**config.mk**
```make
export PLATFORM = sky130hd
export DESIGN_NAME = hdc_bundle_ctrl
export DESIGN_NICKNAME = d
export VERILOG_FILES = /design/src/rtl/hdc_bundle_ctrl.sv
export SDC_FILE = /design/constraint.sdc
export NUM_CORES = 2
export LEC_CHECK = 0
export ABC_AREA = 1
export BUFFER_PORTS_ARGS = -buffer_cell sky130_fd_sc_hd__buf_2
export CAP_MARGIN = 20
export CORE_ASPECT_RATIO = 1.25
export CORE_MARGIN = 2
export CORE_UTILIZATION = 70
export CTS_BUF_LIST = sky130_fd_sc_hd__clkbuf_4
export DETAILED_ROUTE_END_ITERATION = 10
export PLACE_DENSITY_LB_ADDON = 0.3
export SYNTH_ARGS = -nofsm -noshare
export SYNTH_HDL_FRONTEND = slang
export SYNTH_SLANG_ARGS = --single-unit
```
**constraint.sdc**
```tcl
create_clock -name clk -period 35.7 [get_ports clk]
set_input_delay 7.14 -clock clk [delete_from_list [all_inputs] [get_ports clk]]
set_output_delay 7.14 -clock clk [all_outputs]
set_load 0.02 [all_outputs]
```
**src/rtl/hdc_bundle_ctrl.sv**
```systemverilog
// Hyperdimensional bundling controller: per-lane accumulators gated by a valid/ready stream,
// majority threshold at end of bundle, result presented on a valid/ready output.
module hdc_bundle_ctrl #(
  parameter int unsigned D    = 64,
  parameter int unsigned NMAX = 255,
  parameter bit          TIE  = 1'b0,
  localparam int unsigned CW  = $clog2(NMAX + 1)
) (
  input  logic          clk,
  input  logic          rst,
  input  logic          start,
  input  logic          abort,
  input  logic          in_valid,
  output logic          in_ready,
  input  logic [D-1:0]  in_data,
  input  logic          in_last,
  output logic          out_valid,
  input  logic          out_ready,
  output logic [D-1:0]  out_data,
  output logic [CW-1:0] out_count,
  output logic          busy,
  output logic          sat
);

  typedef enum logic [2:0] {
    StIdle,
    StClear,
    StAccum,
    StThresh,
    StOut
  } state_e;

  state_e state_q, state_d;

  logic [CW-1:0] lane_q [D];
  logic [CW-1:0] n_q;
  logic [CW-1:0] n_inc;
  logic [D-1:0]  out_data_q;
  logic [CW-1:0] out_count_q;
  logic          sat_q;

  logic          hs;
  logic          clr_en;
  logic          acc_en;
  logic          thr_en;
  logic          sat_set;
  logic          sat_clr;
  logic [D-1:0]  thr_data;

  assign in_ready  = (state_q == StAccum);
  assign out_valid = (state_q == StOut);
  assign busy      = (state_q != StIdle);
  assign out_data  = out_data_q;
  assign out_count = out_count_q;
  assign sat       = sat_q;

  assign hs    = in_valid & in_ready;
  assign n_inc = n_q + CW'(1);

  // Next-state decode; abort outranks every other event outside IDLE.
  always_comb begin
    state_d = state_q;
    clr_en  = 1'b0;
    acc_en  = 1'b0;
    thr_en  = 1'b0;
    sat_set = 1'b0;
    sat_clr = 1'b0;
    unique case (state_q)
      StIdle: begin
        if (start && !abort) begin
          state_d = StClear;
          sat_clr = 1'b1;
        end
      end
      StClear: begin
        if (abort) begin
          state_d = StIdle;
        end else begin
          clr_en  = 1'b1;
          state_d = StAccum;
        end
      end
      StAccum: begin
        if (abort) begin
          state_d = StIdle;
        end else if (hs) begin
          acc_en = 1'b1;
          if (in_last) begin
            state_d = StThresh;
          end else if (n_inc == CW'(NMAX)) begin
            state_d = StThresh;
            sat_set = 1'b1;
          end
        end
      end
      StThresh: begin
        if (abort) begin
          state_d = StIdle;
        end else begin
          thr_en  = 1'b1;
          state_d = StOut;
        end
      end
      StOut: begin
        if (abort || out_ready) begin
          state_d = StIdle;
        end
      end
      default: state_d = StIdle;
    endcase
  end

  // Majority vote: compare 2*lane against n with one extra bit so the doubling cannot overflow.
  always_comb begin
    thr_data = '0;
    for (int i = 0; i < D; i++) begin
      if ({lane_q[i], 1'b0} > {1'b0, n_q}) begin
        thr_data[i] = 1'b1;
      end else if ({lane_q[i], 1'b0} < {1'b0, n_q}) begin
        thr_data[i] = 1'b0;
      end else begin
        thr_data[i] = TIE;
      end
    end
  end

  always_ff @(posedge clk or posedge rst) begin
    if (rst) begin
      state_q <= StIdle;
    end else begin
      state_q <= state_d;
    end
  end

  always_ff @(posedge clk or posedge rst) begin
    if (rst) begin
      for (int i = 0; i < D; i++) begin
        lane_q[i] <= '0;
      end
      n_q <= '0;
    end else if (clr_en) begin
      for (int i = 0; i < D; i++) begin
        lane_q[i] <= '0;
      end
      n_q <= '0;
    end else if (acc_en) begin
      for (int i = 0; i < D; i++) begin
        lane_q[i] <= lane_q[i] + CW'(in_data[i]);
      end
      n_q <= n_inc;
    end
  end

  always_ff @(posedge clk or posedge rst) begin
    if (rst) begin
      out_data_q  <= '0;
      out_count_q <= '0;
    end else if (thr_en) begin
      out_data_q  <= thr_data;
      out_count_q <= n_q;
    end
  end

  always_ff @(posedge clk or posedge rst) begin
    if (rst) begin
      sat_q <= 1'b0;
    end else if (sat_clr) begin
      sat_q <= 1'b0;
    end else if (sat_set) begin
      sat_q <= 1'b1;
    end
  end

endmodule

```
# Yosys cells after proc, flatten, opt, wreduce, memory -nomap -nowiden
# Cells that the tools add are included.
[totals]
inputBits = 71
out_inout_bits = 76
regBits = 596
wordCells = 308
[classes]
n_lt_le_gt_ge = 64
reduce_logical = 8
n_addsub = 65
n_bitwise = 1
n_eq_ne = 9
muxes = 92
[op_table]
columns = ["op", "count"]
rows = [
  ["$mux 512", 2],
  ["$gt 9x8->1", 64],
  ["$add 8x1->8", 64],
  ["$mux 1", 79],
  ["$mux 3", 7],
  ["$mux 8", 2],
  ["$pmux 3 s5", 1],
  ["$add 8x1->8 const B", 1],
  ["$eq 8x8->1 const B", 1],
  ["$eq 3x2->1 const B", 2],
  ["$ne 4x2->1 const B", 1],
  ["$reduce_and 4->1", 1],
  ["$reduce_bool 2->1", 2],
  ["$eq 3x1->1 const B", 1],
  ["$eq 3x3->1 const B", 1],
  ["$logic_not 3->1", 1],
  ["$ne 3x2->1 const B", 1],
  ["$reduce_bool 3->1", 1],
  ["$mux 2", 1],
  ["$ne 2x1->1 const B", 1],
  ["$ne 2x2->1 const B", 1],
  ["$and 1x1->1", 1],
  ["$logic_and 1x1->1", 1],
  ["$logic_not 1->1", 1],
  ["$logic_or 1x1->1", 1],
]

# Longest topological paths before layout
[logic_depth]
word_depth = 9
mapped_depth = 13
mapped_depth_nobuf = 12

# Worst setup path after synthesis
# Ideal clock, no wire load.
[synth_timing]
path_kind = "input-to-reg"
from = "input port abort"
to = "register lane_q[409] (netlist bit)"
arrival_ps = 8136
t_required_ps = 35578
slack_ps = 27443
path_buffers = 2
setup_time_ps = 122
cell_stages = 7
path_cell_list = "nor2_1 nand3_2 nand2_2 inv_2 buf_2 buf_2 a32o_1"
[synth_via]
elab_chain_len = 3
[synth_lines]
columns = ["item", "line", "source"]
rows = [
  ["start: declaration", "12", "input logic abort,"],
  ["$mux 1, on equally long branches", "76, 84", ""],
  ["$mux 1", "68", "unique case (state_q)"],
  ["$mux 512 or $reduce_bool 2->1 (tied branches)", "--", ""],
  ["end signal: indexed assignment", "148", "lane_q[i] <= lane_q[i] + CW'(in_data[i]);"],
  ["end: declaration", "35", "logic [CW-1:0] lane_q [D];"],
]
# Several ways; a longest one is shown, not always the timed one.
# A chain may end at the register's enable or synchronous reset.

# Final worst setup path
[layout_timing]
from = "input port abort"
to = "register lane_q[487] (netlist bit)"
# Same word-level chain as after synthesis.

==> flow_metrics.py <==
metrics = {
    "outcome": {
        "outcome": "completed",
    },
    "timing": {
        "hold_violations": 0,
        "setup_tns_ns": 0,
        "slew_headroom": 0.215,
        "final.min_clock_period_ns": 10.50,
        "rsz0062_at_grt": "false",
        "fin_skew_ns": 0.0346,
        "slew_violations": 0,
        "tightest_slew_ns": 1.18,
        "setup_violations": 0,
        "hold_slack_ns": 0.475,
        "finalCritPeriodShare": 0.294,
        "setup_ws_ns": 25.20,
        "fmax_mhz": 95.2,
    },
    "clock_tree": {
        "cts_sinks": 596,
        "cts_post_setup_buffers_inserted": 0,
        "clockRootBuffer": "clkbuf_4",
        "cts_tree": "yes",
        "clock_path_buffers": 3,
        "cts_hold_buf": 0,
        "clkLatencyLatePin_ns": 1.02,
        "cts_resized": 0,
        "clk_pin_slew_worst_paths_ns": 0.07,
        "h-tree-depth": 4,
        "cts_buffers": 159,
    },
    "yosys": {
        "synthFlopType": "dfrtp_1",
        "synthArstFlopShare": 1.00,
        "synth_area_um2": 39800,
        "yosysSeqAreaShare": 0.375,
        "synth_top_area_frac": 0.375,
        "netlist_top_cells_area": "dfrtp_1, ha_1, nand2_1",
        "yosysTopAreaCell": "dfrtp_1",
        "syn_inst": 4792,
        "synth_edf_count": 0,
        "yosys_register_bits": 596,
        "avgSynthCellArea_um2": 8.30,
        "syn_nets": 5441,
        "yosysWarnings": 0,
        "synth_cell_types": 43,
    },
    "placed_design": {
        "hpwl_um": 61800,
        "port-buffer-count": 146,
        "place_ws_ns": 24.41,
        "place_congestion": 0.841,
        "dpl.cell_count": 5553,
    },
    "route": {
        "drt.antenna.violating_nets": 0,
        "dr_total_vias": 36073,
        "avgRoutedWirePerCell_um": 17.7,
        "dr.pass1.iters": 6,
        "vias_per_cell": 6.19,
        "drc_errors": 0,
        "wirelength_um": 103000,
        "drtIter0Drc": 3077,
    },
    "grt": {
        "met3_usage": 0.0618,
        "top_usage_layer": "met2",
        "antenna_found_initial": 3,
        "grt_max_degree": 158,
        "grt_overflow_total": 0,
        "gr-usage-met1": 0.449,
        "grt_pass1_vias": 35934,
        "use_met2": 0.599,
        "grt_pass1_wl_um": 171000,
        "grtUsageTotal": 0.357,
    },
    "power_and_ir_drop": {
        "p_per_area_nw_per_um2": 53.7,
        "vdd_drop_max_mv": 0.0453,
        "p_leak_nw": 22.5,
    },
    "cells_and_area": {
        "final_cell_mix": "nand2_1, dfrtp_1, ha_1",
        "drive_gt1_frac": 0.0950,
        "area_growth_pct": 7.90,
        "final_core_util": 0.766,
        "final_cells": 5828,
        "nNetsFinal": 5621,
        "final_common_cell": "nand2_1",
        "fillers": 4164,
    },
    "critical_path": {
        "critPathMaxStageDelay_ns": 0.89,
        "startpoint_type": "primary input",
        "critical_path.max_fanout": 147,
        "reg2reg_slack_ns": 30.74,
        "arrival_ns": 11.33,
        "crit_type": "primary input to register",
        "end_kind": "register",
        "cp_common_cell": "buf_4",
        "slowest_stage": "inv_8",
        "crit_chain": "buf_2, nor2_4, buf_4, nand2_8, nand2_2, inv_8, buf_4, o31ai_1",
        "cp.required_ns": 36.53,
    },
    "die": {
        "initial_core_util": 0.710,
        "core_area_um2": 56100,
        "rows": 97,
        "die_area_um2": 58800,
        "die_w_um": 217,
        "ioPinCount": 147,
        "die_h_um": 271,
    },
    "flow_run": {
        "max_cap_violations": 0,
    },
    "worst_hold_path": {
        "hp-class": "register to register",
    },
}
[path summary, 6_finish.rpt]
path | startpoint | depth (start not counted) | to
setup reg to reg | state_q[2] | 9 | lane_q[487]
max in group asynchronous | rst | 5 | lane_q[291]
hold reg to reg | out_data[36] | 2 | out_data[36]
setup / recovery | abort | 8 | lane_q[487]
hold / removal | out_data[36] | 2 | out_data[36]
min in group asynchronous | rst | 2 | lane_q[476]
[critical path, delay by kind of cell]
family	cells	cell delay (ns)
buf+inv	4	2.25
simple gates	3	1.41
compound gates	1	0.16
[per-layer routing]
layer	part of all wire	routed length, um	vias up
met2	0.48	49100	1279
met5	0.00013	13	-
li1	-	-	17247
met3	0.068	7020	308
met4	0.038	3950	2
met1	0.42	42800	17237
[report_power, final]
| group | leakage (nW) | internal, mW | switching, mW |
|---|---|---|---|
| clock | 1.14 | 0.294 | 0.299 |
| combinational | 13.1 | 0.334 | 0.548 |
| sequential | 8.26 | 0.758 | 0.0744 |
[registers in the layout, indices dropped and copies added, names as in the netlist]
| name | cells |
|---|---|
| lane_q | 512 |
| sat | 1 |
| out_data | 64 |
| out_count | 8 |
| state_q | 3 |
| n_q | 8 |
[layout make-up]
cell class,instances,area [um2],share of cell area
flip-flops and latches,596,14900,0.347
inverters,384,1480,0.0345
clock buffers,230,1730,0.0402
multi-input cells,3660,22800,0.530
diodes,4,10.0,0.000233
clock inverters,41,160,0.00373
repair buffers,171,946,0.0220
well taps,742,928,0.0216
[synthesized netlist by cell type (10+ instances only)]
master	number
a211oi_1	12
a21o_1	10
a21oi_1	402
a22o_1	72
a31oi_1	13
a32o_1	46
buf_1	16
buf_2	66
clkbuf_1	62
dfrtp_1	596
ha_1	578
inv_1	379
nand2_1	899
nand3_1	240
nand3_2	31
nand4_1	157
nor2_1	495
nor3_1	161
nor3b_1	36
nor4_1	39
o2111ai_1	27
o211ai_1	13
o21ai_0	216
o31ai_1	74
or3_1	10
xor2_1	66
[stage by stage]
stage | area, um2 | power [mW]
4_1_cts | 42900 | 2.31
3_5_place_dp | 41000 | 1.71
6_report | 42900 | 2.31
3_3_place_gp | 41000 | 1.68
2_1_floorplan | 39800 | 1.48
5_1_grt | 42900 | 2.49
[cells by family (layout without fill, tap and decap cells)]
| family | Yosys count | count (layout) | share of synthesized area |
|---|---|---|---|
| and+or+nand+nor | 2105 | 2105 | 0.236 |
| adders and majority gates | 578 | 578 | 0.182 |
| DFF | 596 | 596 | 0.375 |
| other | 0 | 4 | 0 |
| AOI/OAI and AO/OA | 906 | 906 | 0.138 |
| buffers and inverters | 536 | 826 | 0.0540 |
| xor gates and xnor gates | 71 | 71 | 0.0156 |
Power figures use the tool's default switching activity.
